<file path="src/rtl/nibble_adder_pkg.sv">
// Shared definitions for the nibble-serial adder: nibble width, FSM encoding
// and a constant-function log2 used to size the nibble index.
package nibble_adder_pkg;

    localparam int unsigned NIB_W = 4;

    typedef enum logic [1:0] {
        ST_IDLE = 2'd0,
        ST_RUN  = 2'd1,
        ST_DONE = 2'd2
    } state_t;

    // Ceiling log2; returns 0 for v <= 1.
    function automatic int unsigned clog2(input int unsigned v);
        int unsigned r;
        r = 0;
        for (int unsigned i = 0; i < 32; i++) begin
            if ((32'd1 << i) < v) begin
                r = i + 1;
            end
        end
        return r;
    endfunction

endpackage

</file>
<file path="src/rtl/rc_adder.sv">
// Purely combinational 4-bit ripple-carry adder stage.
module rc_adder
    import nibble_adder_pkg::*;
(
    input  logic [NIB_W-1:0] x,
    input  logic [NIB_W-1:0] y,
    input  logic             cin,
    output logic [NIB_W-1:0] s,
    output logic             cout
);

    logic w_c1;
    logic w_c2;
    logic w_c3;

    assign s[0] = x[0] ^ y[0] ^ cin;
    assign w_c1 = (x[0] & y[0]) | (x[0] & cin) | (y[0] & cin);
    assign s[1] = x[1] ^ y[1] ^ w_c1;
    assign w_c2 = (x[1] & y[1]) | (x[1] & w_c1) | (y[1] & w_c1);
    assign s[2] = x[2] ^ y[2] ^ w_c2;
    assign w_c3 = (x[2] & y[2]) | (x[2] & w_c2) | (y[2] & w_c2);
    assign s[3] = x[3] ^ y[3] ^ w_c3;
    assign cout = (x[3] & y[3]) | (x[3] & w_c3) | (y[3] & w_c3);

endmodule

</file>
<file path="src/rtl/nibble_serial_adder.sv">
// WIDTH-bit adder that streams operands through one rc_adder, LS nibble first.
// Optional subtract mode (sub port) when NIBBLE_SERIAL_SUB_EN is defined.
module nibble_serial_adder
    import nibble_adder_pkg::*;
#(
    parameter int unsigned WIDTH = 16
) (
    input  logic             clk,
    input  logic             rst_n,
    input  logic             in_valid,
    output logic             in_ready,
    input  logic [WIDTH-1:0] a,
    input  logic [WIDTH-1:0] b,
    input  logic             cin,
`ifdef NIBBLE_SERIAL_SUB_EN
    input  logic             sub,
`endif
    output logic             out_valid,
    input  logic             out_ready,
    output logic [WIDTH-1:0] sum,
    output logic             cout,
    output logic             busy
);

    localparam int unsigned NIB   = WIDTH / NIB_W;
    localparam int unsigned IDX_W = (NIB > 1) ? clog2(NIB) : 1;

    state_t             r_state;
    logic [WIDTH-1:0]   r_a;
    logic [WIDTH-1:0]   r_b;
    logic               r_carry;
    logic [IDX_W-1:0]   r_idx;
    logic [WIDTH-1:0]   r_sum;
    logic               r_cout;
    logic               r_out_valid;

    logic [NIB_W-1:0]   w_x;
    logic [NIB_W-1:0]   w_y;
    logic [NIB_W-1:0]   w_s;
    logic               w_c;

    // Select the current operand nibbles for the shared adder stage.
    always_comb begin
        w_x = '0;
        w_y = '0;
        for (int i = 0; i < int'(NIB); i++) begin
            if (r_idx == IDX_W'(i)) begin
                w_x = r_a[i*NIB_W +: NIB_W];
                w_y = r_b[i*NIB_W +: NIB_W];
            end
        end
    end

    rc_adder u_rc_adder (
        .x    (w_x),
        .y    (w_y),
        .cin  (r_carry),
        .s    (w_s),
        .cout (w_c)
    );

    always_ff @(posedge clk or negedge rst_n) begin
        if (!rst_n) begin
            r_state     <= ST_IDLE;
            r_a         <= '0;
            r_b         <= '0;
            r_carry     <= 1'b0;
            r_idx       <= '0;
            r_sum       <= '0;
            r_cout      <= 1'b0;
            r_out_valid <= 1'b0;
        end else begin
            case (r_state)
                ST_IDLE: begin
                    if (in_valid) begin
                        r_a   <= a;
                        r_idx <= '0;
`ifdef NIBBLE_SERIAL_SUB_EN
                        // Subtract as a + ~b + 1; cin is ignored in this mode.
                        r_b     <= sub ? ~b : b;
                        r_carry <= sub ? 1'b1 : cin;
`else
                        r_b     <= b;
                        r_carry <= cin;
`endif
                        r_state <= ST_RUN;
                    end
                end
                ST_RUN: begin
                    for (int i = 0; i < int'(NIB); i++) begin
                        if (r_idx == IDX_W'(i)) begin
                            r_sum[i*NIB_W +: NIB_W] <= w_s;
                        end
                    end
                    r_carry <= w_c;
                    // Index stops at the last nibble rather than wrapping.
                    if (r_idx == IDX_W'(NIB - 1)) begin
                        r_cout      <= w_c;
                        r_out_valid <= 1'b1;
                        r_state     <= ST_DONE;
                    end else begin
                        r_idx <= r_idx + IDX_W'(1);
                    end
                end
                ST_DONE: begin
                    if (out_ready) begin
                        r_out_valid <= 1'b0;
                        r_state     <= ST_IDLE;
                    end
                end
                default: begin
                    r_state <= ST_IDLE;
                end
            endcase
        end
    end

    assign in_ready  = (r_state == ST_IDLE);
    assign busy      = (r_state == ST_RUN);
    assign out_valid = r_out_valid;
    assign sum       = r_sum;
    assign cout      = r_cout;

endmodule

</file>
<file path="config.mk">
export PLATFORM = sky130hd
export DESIGN_NAME = nibble_serial_adder
export DESIGN_NICKNAME = d
export VERILOG_FILES = /design/src/rtl/nibble_adder_pkg.sv /design/src/rtl/rc_adder.sv /design/src/rtl/nibble_serial_adder.sv
export SDC_FILE = /design/constraint.sdc
export NUM_CORES = 1
export LEC_CHECK = 0
export ABC_AREA = 1
export BUFFER_PORTS_ARGS = -buffer_cell sky130_fd_sc_hd__buf_2
export CAP_MARGIN = 10
export CORE_MARGIN = 10
export CORE_UTILIZATION = 48
export DETAILED_ROUTE_END_ITERATION = 6
export PLACE_DENSITY = 0.75
export SYNTH_ARGS = -nofsm -noshare
export SYNTH_HDL_FRONTEND = slang
export SYNTH_SLANG_ARGS = --single-unit
</file>
<file path="constraint.sdc">
create_clock -name clk -period 2.9 [get_ports clk]
set_input_delay 0.145 -clock clk [delete_from_list [all_inputs] [get_ports clk]]
set_output_delay 0.145 -clock clk [all_outputs]
set_load 0.01 [all_outputs]
</file>
==> results of run 1 <==
[how the worst max path moves through the flow]
stage | from | end | slack [ns] | cells past startpoint
2_1_floorplan | r_idx[0] | sum[11] | 0.13 | 14
3_3_place_gp | r_idx[0] | sum[3] | 0.08 | 13
3_5_place_dp | r_idx[0] | sum[7] | -0.05 | 13
4_1_cts | r_idx[1] | sum[7] | 0.02 | 11
5_1_grt | r_idx[1] | sum[11] | -0.005 | 11
6_report | r_idx[1] | sum[15] | 0.09 | 11
[logic make-up after synthesis]
logic type,count (synthesis),synth area share (%)
AOI/OAI and AO/OA,30,5.87
adders and majority gates,8,5.01
buffers and inverters,34,6.02
DFF,55,53.0
and+or+nand+nor,189,30.1
[metrics by stage]
step	TNS [ns]	cell area, sq um	utilization [%]	power (W)	std cells
global placement	0	2930	56.6	0.00304	433
finish	0	3120	60.3	0.00370	445
global route	-0.0154	3120	60.3	0.00408	445
CTS	0	3060	59.1	0.00359	443
floorplan	0	2600	-	0.00255	316
detailed placement	-0.133	2930	56.6	0.00311	433
[area by class of cell]
cell class | count | area share, %
flip-flops and latches | 55 | 44.2
inverters | 19 | 2.53
well taps | 70 | 2.81
multi-input cells | 227 | 35.7
clock buffers | 7 | 3.09
repair buffers | 66 | 11.5
clock inverters | 1 | 0.241
[repair_timing]
action,in CTS,in global routing
endpoints found under the hold margin,25,0
setup buffers,1,2
pin swaps,0,3
setup endpoints to repair,4,6
gates resized for setup,5,18
hold buffers,1,0
[report_power, final]
| part | switching, W | total [W] | internal [W] |
|---|---|---|---|
| combinational | 0.00118 | 0.00188 | 0.000702 |
| clock | 0.000242 | 0.000459 | 0.000218 |
| sequential | 0.000229 | 0.00136 | 0.00113 |
[metal layers]
| metal | vias up | wire [microns] | track usage [%] |
|---|---|---|---|
| li1 | 1110 | - | - |
| met5 | - | 0 | 0 |
| met2 | 88 | 2740 | 22.6 |
| met1 | 993 | 2840 | 18.2 |
| met4 | 0 | 96 | 5.57 |
| met3 | 13 | 524 | 5.04 |
[flip-flops by register name (all words and copies together) (netlist names)]
| signal | cells |
|---|---|
| r_state | 2 |
| r_a | 16 |
| r_idx | 2 |
| cout | 1 |
| r_carry | 1 |
| out_valid | 1 |
| sum | 16 |
| r_b | 16 |
[placed cells by master, fill, tap and decap left out]
master	netlist	layout
inv_1	18	13
dlygate4sd3_1	0	1
ha_4	0	3
fa_1	4	1
nand2_1	126	126
fa_2	0	3
dfrtp_2	0	2
o21ai_1	5	8
dfrtp_1	55	53
nor2_1	16	16
buf_2	7	56
ha_2	0	1
nand2_2	4	4
clkinvlp_4	0	1
nor2_2	1	1
nand3_1	39	39
o21ai_0	12	9
o31ai_1	1	1
buf_4	1	9
clkbuf_8	0	7
inv_2	1	3
or2_2	2	2
nor2_4	1	1
a21oi_1	12	12
inv_4	0	3
==> flow_summary.toml, run 1 <==
[yosys]
ys_warn_count = 0
syn_nets = 361
async_reset_ff_share_pct = 100
synth.distinct_cells = 21
synthesis.area_sq_mm = 0.00260
synth_top_area_share_pct = 53.0
synthCells = 316
synth_area_leader_cell = "dfrtp_1"
synthTopCellsByArea = "dfrtp_1 (53%), nand2_1 (18%), nand3_1 (7.5%), fa_1 (3.1%), inv_1 (2.6%)"
synth-seq-cells = 55
syn_area_per_cell_sq_um = 8.22
seq_area_frac_synth_pct = 53.0
synth_ff_type = "dfrtp_1"
synth_common_cells = "nand2_1 (126), dfrtp_1 (55), nand3_1 (39), inv_1 (18), nor2_1 (16)"
synth-edff-count = 0
synth_most_common_cell = "nand2_1"

[floorplan]
rows = 26
die_y_microns = 93.6
fp.dieW_microns = 93.6
core-area_sq_mm = 0.00517
start_util_pct = 50.2
dieArea_sq_mm = 0.00876
ioPinCount = 57

[hold_path]
hold_start = "out_ready"
hold_depth = 2
worstHoldEndpoint = "r_state[1]"
hp-class = "in2reg"

[cells_and_area]
diodes = 0
fillCellCount = 472
final_nets = 419
syn_to_final_growth_pct = 20.1
seq_area_sq_mm = 0.00138
multiInputGateArea_sq_mm = 0.00111
drive_above_1_share_pct = 25.6

[clock_tree]
path_clk_slew_ns = 0.09
insertion_delay_ns = 0.30
cts_tree = "built"
h-tree-depth = 2
clockBufferDepth = 2
cts_buffers = 5
cts_sinks = 55
cts_root_buffer = "clkbuf_8"

[detailed_routing]
routedWlPerCell_microns = 13.9
ant_nets = 0
avgViaCountPerCell = 4.95
drc_errors = 0
wirelength_mm = 6.20
drt_pass1_iterations = 4
dr_total_vias = 2204
initialDrtViolationCount = 135

[sta]
slew_viol_final = 0
hold_ws_ns = 0.0312
clock_skew_ns = 0.00335
slew_headroom_pct = 60.7
fin_crit_ns = 2.81
final_hold_viol_count = 0
period_share_pct = 96.9
setup_viol_count_final = 0
setup_ws_ns = 0.0891
fmax_mhz = 356
worst_slew_pin_slew_ns = 0.590

[critical_path]
path_cells = "ha_2 > inv_1 > or2_2 > nand2_1 > fa_1 > inv_1 > fa_2 > fa_2 > inv_2 > fa_2 > o21ai_1"
cp_num_buf_inv = 3
cp-end-kind = "flop"
criticalPathCategory = "reg2reg"
rr_worst_depth = 11
rr_endpoint = "sum[15]"
critPathMaxFanout = 4
path_common_cell = "fa_2"
arrival_ns = 3.04
r2r-start = "r_idx[1]"
cp-start-kind = "flop"
max_stage_delay_ns = 0.46
worstPathRequired_ns = 3.13
cpLargestDelayFamily = "adder cells"
crit_path_top_delay_cell = "dfrtp_2"
ff2ff_setup_slack_ns = 0.09

[grt]
grt_usage_pct = 14.6
grt_pass1_wl_mm = 10.4
grt_pass1_vias = 2214
grt.overflow.total = 0
grt_max_degree = 40
antenna_found_initial = 0

[power]
p_leak_nw = 1.70
peakVddDrop_uv = 441
powerDensity_mw_per_mm2 = 1190

[place]
port_buffers = 56
post-place-ws_ns = -0.0534
place_hpwl_mm = 4.50
place.gp.congestion = 0.883

[job]
max_cap_violations = 0

[run_status]
status = "finished, final reports clean"
Power figures use the tool's default switching activity.
==> run 2: changes to the inputs <==
ABC_AREA = default   (was 1)
RECOVER_POWER = 50   (was default)
==> flow_summary.toml, run 2 <==
[run_status]
status = "finished with violations"
violations = "max-capacitance violations, max-slew violations"

[cells_and_area]
seq_area_sq_mm = 0.00138
diodes = 0
final_cell_mix = "dfrtp_1 (55), buf_2 (37), mux2_2 (32)"
fillCellCount = 420
final-instance-count-excl-fill = 339
multiInputGateArea_sq_mm = 0.00114
syn_to_final_growth_pct = 20.5
final_nets = 313
drive_above_1_share_pct = 42.4
mostFrequentLayoutCell = "dfrtp_1"

[sta]
setup_viol_count_final = 0
period_share_pct = 97.1
fin_crit_ns = 2.82
slew_headroom_pct = -21.8
slew_viol_final = 36
setup_tns_ns = 0
clock_skew_ns = 0.00461
hold_ws_ns = 0.0204
worst_slew_pin_slew_ns = 1.83
fmax_mhz = 355
final_hold_viol_count = 0

[yosys]
synthesis.area_sq_mm = 0.00257
synth_xor_area_share_pct = 0
synth-seq-cells = 55
synth_ff_type = "dfrtp_1"
seq_area_frac_synth_pct = 53.6
synth_compound_area_share_pct = 10.3
synth.distinct_cells = 27
synth-adder-area-share_pct = 5.06
synth_mux_area_share_pct = 16.4
synth_top_family_by_area = "multiplexers"
ys_warn_count = 0
async_reset_ff_share_pct = 100
syn_area_per_cell_sq_um = 12.8
synth_top_area_share_pct = 53.6
synthCells = 201
synthSimpleGateAreaFrac_pct = 9.40
synthTopCellsByArea = "dfrtp_1 (54%), mux2_2 (14%), o21ai_0 (3.3%), nand2_1 (3.2%), fa_1 (3.1%)"
synth-edff-count = 0
syn_nets = 246
synth_most_common_cell = "dfrtp_1"
synth_area_leader_cell = "dfrtp_1"
synth_common_cells = "dfrtp_1 (55), mux2_2 (32), nand2_1 (22), o21ai_0 (17), inv_1 (10)"

[detailed_routing]
initialDrtViolationCount = 158
avgViaCountPerCell = 5.17
wirelength_mm = 5.60
routedWlPerCell_microns = 16.5
ant_nets = 0
drt_pass1_iterations = 4
drc_errors = 0
dr_total_vias = 1752

[place]
dp.cells = 326
place_hpwl_mm = 4.20
port_buffers = 56
place.gp.congestion = 0.757

[clock_tree]
path_clk_slew_ns = 0.09
cts_tree = "built"
cts_root_buffer = "clkbuf_8"
h-tree-depth = 2
clockBufferDepth = 2
insertion_delay_ns = 0.31
cts_sinks = 55
cts_buffers = 5

[grt]
grt_max_degree = 38
met1_usage_pct = 15.0
grt_pass1_wl_mm = 9.00
grt.overflow.total = 0
grt_pass1_vias = 1933
met3_usage_pct = 5.68
antenna_found_initial = 0
busiest_layer = "met2"
use_met2_pct = 21.0
grt_usage_pct = 12.9

[floorplan]
ioPinCount = 57
die_y_microns = 93.2
core-area_sq_mm = 0.00514
fp.dieW_microns = 93.2
dieArea_sq_mm = 0.00868
start_util_pct = 50.0
rows = 26

[critical_path]
cp-start-kind = "flop"
cp-end-kind = "flop"
rr_worst_depth = 12
rr_endpoint = "sum[3]"
ff2ff_setup_slack_ns = 0.08
worstPathRequired_ns = 3.13
criticalPathCategory = "reg2reg"
arrival_ns = 3.05
r2r-start = "r_idx[0]"
critPathMaxFanout = 8

[power]
powerDensity_mw_per_mm2 = 1310
p_leak_nw = 1.40
peakVddDrop_uv = 566

[hold_path]
worstHoldEndpoint = "r_state[1]"
hp-class = "in2reg"
hold_depth = 2
hold_start = "out_ready"

[job]
max_cap_violations = 1
-- run 2: changes by cell type in the layout (fill, tap and decap cells not counted), sizes merged, moves of 5 or more --
cell / before / now
a22oi: 0 / 5
buf: 65 / 48
clkbuf: 7 / 29
inv: 19 / 10
mux2: 0 / 36
nand2: 130 / 22
nand3: 39 / 0
nor2: 18 / 5
nor2b: 0 / 5
-- run 2: power by group --
part           switching (W)  total [W]  internal (W)
clock               0.000237   0.000456      0.000218
combinational        0.00108    0.00217       0.00109
sequential          0.000280    0.00144       0.00116
total                0.00160    0.00407       0.00247
-- run 2: worst max-delay path by stage --
stage | start | to | slack (ns) | depth (start not counted)
6_report | r_idx[0] | sum[3] | 0.08 | 12
3_3_place_gp | r_idx[0] | sum[15] | 0.08 | 12
4_1_cts | r_idx[0] | sum[11] | 0.02 | 12
3_5_place_dp | r_idx[1] | sum[11] | -0.06 | 12
2_1_floorplan | r_idx[0] | sum[11] | 0.03 | 13
5_1_grt | r_idx[0] | sum[15] | -0.007 | 12
-- run 2: timing repair --
item	CTS	global route
buffers inserted	4	0
endpoints found under the hold margin	33	0
hold buffers	1	0
gates resized for setup	10	14
endpoints found under the setup margin	5	5
pin swaps	7	2
-- run 2: logic make-up (layout without fill, tap and decap cells) --
family / Yosys count / in the layout
AOI/OAI and AO/OA: 42 / 42
adders and majority gates: 8 / 8
buffers and inverters: 20 / 88
DFF: 55 / 55
muxes: 36 / 36
and+or+nand+nor: 40 / 40
-- run 2: critical path, cell delays in order (launching register included) --
cell     delay, ns
dfrtp_1       0.40
buf_4         0.15
ha_4          0.18
a21oi_1       0.12
o21ai_1       0.08
a22oi_1       0.19
fa_2          0.24
inv_1         0.05
fa_2          0.33
fa_2          0.34
inv_2         0.06
fa_2          0.46
o21ai_1       0.14
-- run 2: layout make-up --
class,count,area share [%]
sequential,55,44.4
multi-input combinational,126,36.8
timing repair buffer,70,11.5
clock buffer,8,3.23
tap,70,2.83
inverter,10,1.21
-- run 2: per-layer routing --
layer | up-vias | routed length [microns]
met5 | - | 0
met4 | 0 | 57
met3 | 6 | 484
met2 | 58 | 2600
met1 | 852 | 2460
li1 | 836 | -
-- run 2: through the flow --
step / util [%] / total power [W] / worst slack [ns] / area (sq um)
6_report: 60.2 / 0.00407 / 0.0846 / 3100
5_1_grt: 60.2 / 0.00437 / -0.00732 / 3100
4_1_cts: 60.0 / 0.00401 / 0.0234 / 3090
3_5_place_dp: 56.7 / 0.00342 / -0.0589 / 2920
3_3_place_gp: 56.7 / 0.00334 / 0.0849 / 2920
2_1_floorplan: - / 0.00283 / 0.0261 / 2570
==> run 3: changes to the inputs <==
CELL_PAD_IN_SITES_DETAIL_PLACEMENT = 0   (was default)
CELL_PAD_IN_SITES_GLOBAL_PLACEMENT = 2   (was default)
CORE_ASPECT_RATIO = 1.4   (was default)
CORE_UTILIZATION = 32   (was 48)
PLACE_DENSITY = default   (was 0.75)
PLACE_DENSITY_LB_ADDON = 0.1   (was default)
==> flow_summary.toml, run 3 (synthesized netlist as in run 2, its figures left out) <==
[critical_path]
crit_path_top_delay_cell = "fa_2"
path_cells = "buf_6 > ha_4 > buf_6 > buf_6 > a221oi_2 > o31ai_2 > fa_2 > fa_2 > inv_2 > fa_2 > o21ai_1"
worstPathRequired_ns = 3.14
criticalPathCategory = "reg2reg"
cp-start-kind = "flop"
cp-end-kind = "flop"
arrival_ns = 3.04
critPathMaxFanout = 6
max_stage_delay_ns = 0.47

[detailed_routing]
routedWlPerCell_microns = 16.2
avgViaCountPerCell = 4.70
drc_errors = 0
wirelength_mm = 6.01
drt_pass1_iterations = 4
initialDrtViolationCount = 38
ant_nets = 0
dr_total_vias = 1742

[clock_tree]
insertion_delay_ns = 0.30
cts_sinks = 55
cts_tree = "built"
cts_buffers = 5
cts_root_buffer = "clkbuf_8"
h-tree-depth = 2
path_clk_slew_ns = 0.10
clockBufferDepth = 2

[power]
peakVddDrop_uv = 437
power.net_switching_w = 0.00165
seq_power_share_pct = 34.6
swShare_pct = 39.6
finalPower_w = 0.00418
p_int_w = 0.00253
powerDensity_mw_per_mm2 = 1310
p_leak_nw = 1.45
p_comb_share_pct = 55.4
power_frac_clock_pct = 10.0

[cells_and_area]
diodes = 0
final_nets = 315
drive_above_1_share_pct = 49.1
mostFrequentLayoutCell = "dfrtp_1"
final_cell_mix = "dfrtp_1 (54), buf_2 (48), mux2_2 (32)"
fillCellCount = 810
syn_to_final_growth_pct = 23.8

[sta]
setup_tns_ns = 0
slew_headroom_pct = -62.9
rsz0062_at_grt = "yes"
worst_slew_pin_slew_ns = 2.44
slew_viol_final = 46
period_share_pct = 96.7
fmax_mhz = 357
clock_skew_ns = 0.00246
final_hold_viol_count = 0
fin_crit_ns = 2.80
setup_viol_count_final = 0

[hold_path]
hp-class = "in2reg"

[grt]
grt_max_degree = 46
grt_pass1_wl_mm = 9.97
antenna_found_initial = 0
grt.overflow.total = 0
grt_pass1_vias = 1938
grt_usage_pct = 10.4

[floorplan]
fp.dieW_microns = 95.7
start_util_pct = 33.0
dieArea_sq_mm = 0.0121
rows = 38
ioPinCount = 57
core-area_sq_mm = 0.00780
die_y_microns = 126

[place]
port_buffers = 56
place.gp.congestion = 0.682
place_hpwl_mm = 4.70

[run_status]
status = "finished with violations"
violations = "max-capacitance violations, max-slew violations"

[job]
max_cap_violations = 1
## run 3: stage by stage
stage	worst slack [ns]	hold WS [ns]	cell area, sq um	util, %	cells
after global routing	-0.0404	0.0168	3180	40.8	371
after detailed placement	-0.0468	0.339	3000	38.5	361
after floorplan	0.0261	-0.151	2570	-	201
after global placement	0.0190	0.342	3000	38.5	361
after CTS	0.00127	0.00976	3170	40.6	372
final	0.0968	0.0141	3180	40.8	371
## run 3: routing by layer
layer | GRT usage [%] | routed length, microns
met5 | 0 | 0
met4 | 3.13 | 83
met3 | 3.51 | 410
met2 | 16.8 | 2950
met1 | 12.6 | 2570
## run 3: path summary, 6_finish.rpt
check	start	endpoint	slack, ns	depth (start not counted)
min	out_ready	r_state[1]	0.01	2
min in group asynchronous	rst_n	out_valid	0.57	1
max reg2reg	r_idx[0]	sum[3]	0.1	11
max in group asynchronous	rst_n	r_idx[1]	0.76	1
min reg2reg	sum[12]	sum[12]	0.48	2
max	r_idx[0]	sum[3]	0.1	11
## run 3: final cells by class
type / count / area [sq um] / area share [%]
clock inverter: 2 / 12.5 / 0.393
clock buffer: 6 / 72.6 / 2.28
sequential: 55 / 1380 / 43.3
tap: 100 / 125 / 3.93
multi-input combinational: 126 / 1150 / 36.0
inverter: 10 / 37.5 / 1.18
timing repair buffer: 72 / 410 / 12.9
## run 3: power groups by stage
stage          Clock, W  Sequential (W)  Combinational [W]
2_1_floorplan         0         0.00139            0.00144
3_3_place_gp          0         0.00146            0.00212
3_5_place_dp          0         0.00146            0.00217
4_1_cts        0.000435         0.00145            0.00236
5_1_grt        0.000474         0.00151            0.00261
6_report       0.000417         0.00145            0.00232
## run 3: critical path, delay by kind of cell, from the launching register on
family / cells / cell delay (ns)
adders and majority gates: 4 / 1.35
AOI/OAI and AO/OA: 3 / 0.53
DFF: 1 / 0.42
buffers and inverters: 4 / 0.42
## run 3: timing repair
item | CTS | global route
setup buffers | 3 | 0
pin swaps | 12 | 12
endpoints found under the setup margin | 5 | 5
gates resized for setup | 19 | 12
cloned | 0 | 0
hold buffers | 0 | 0
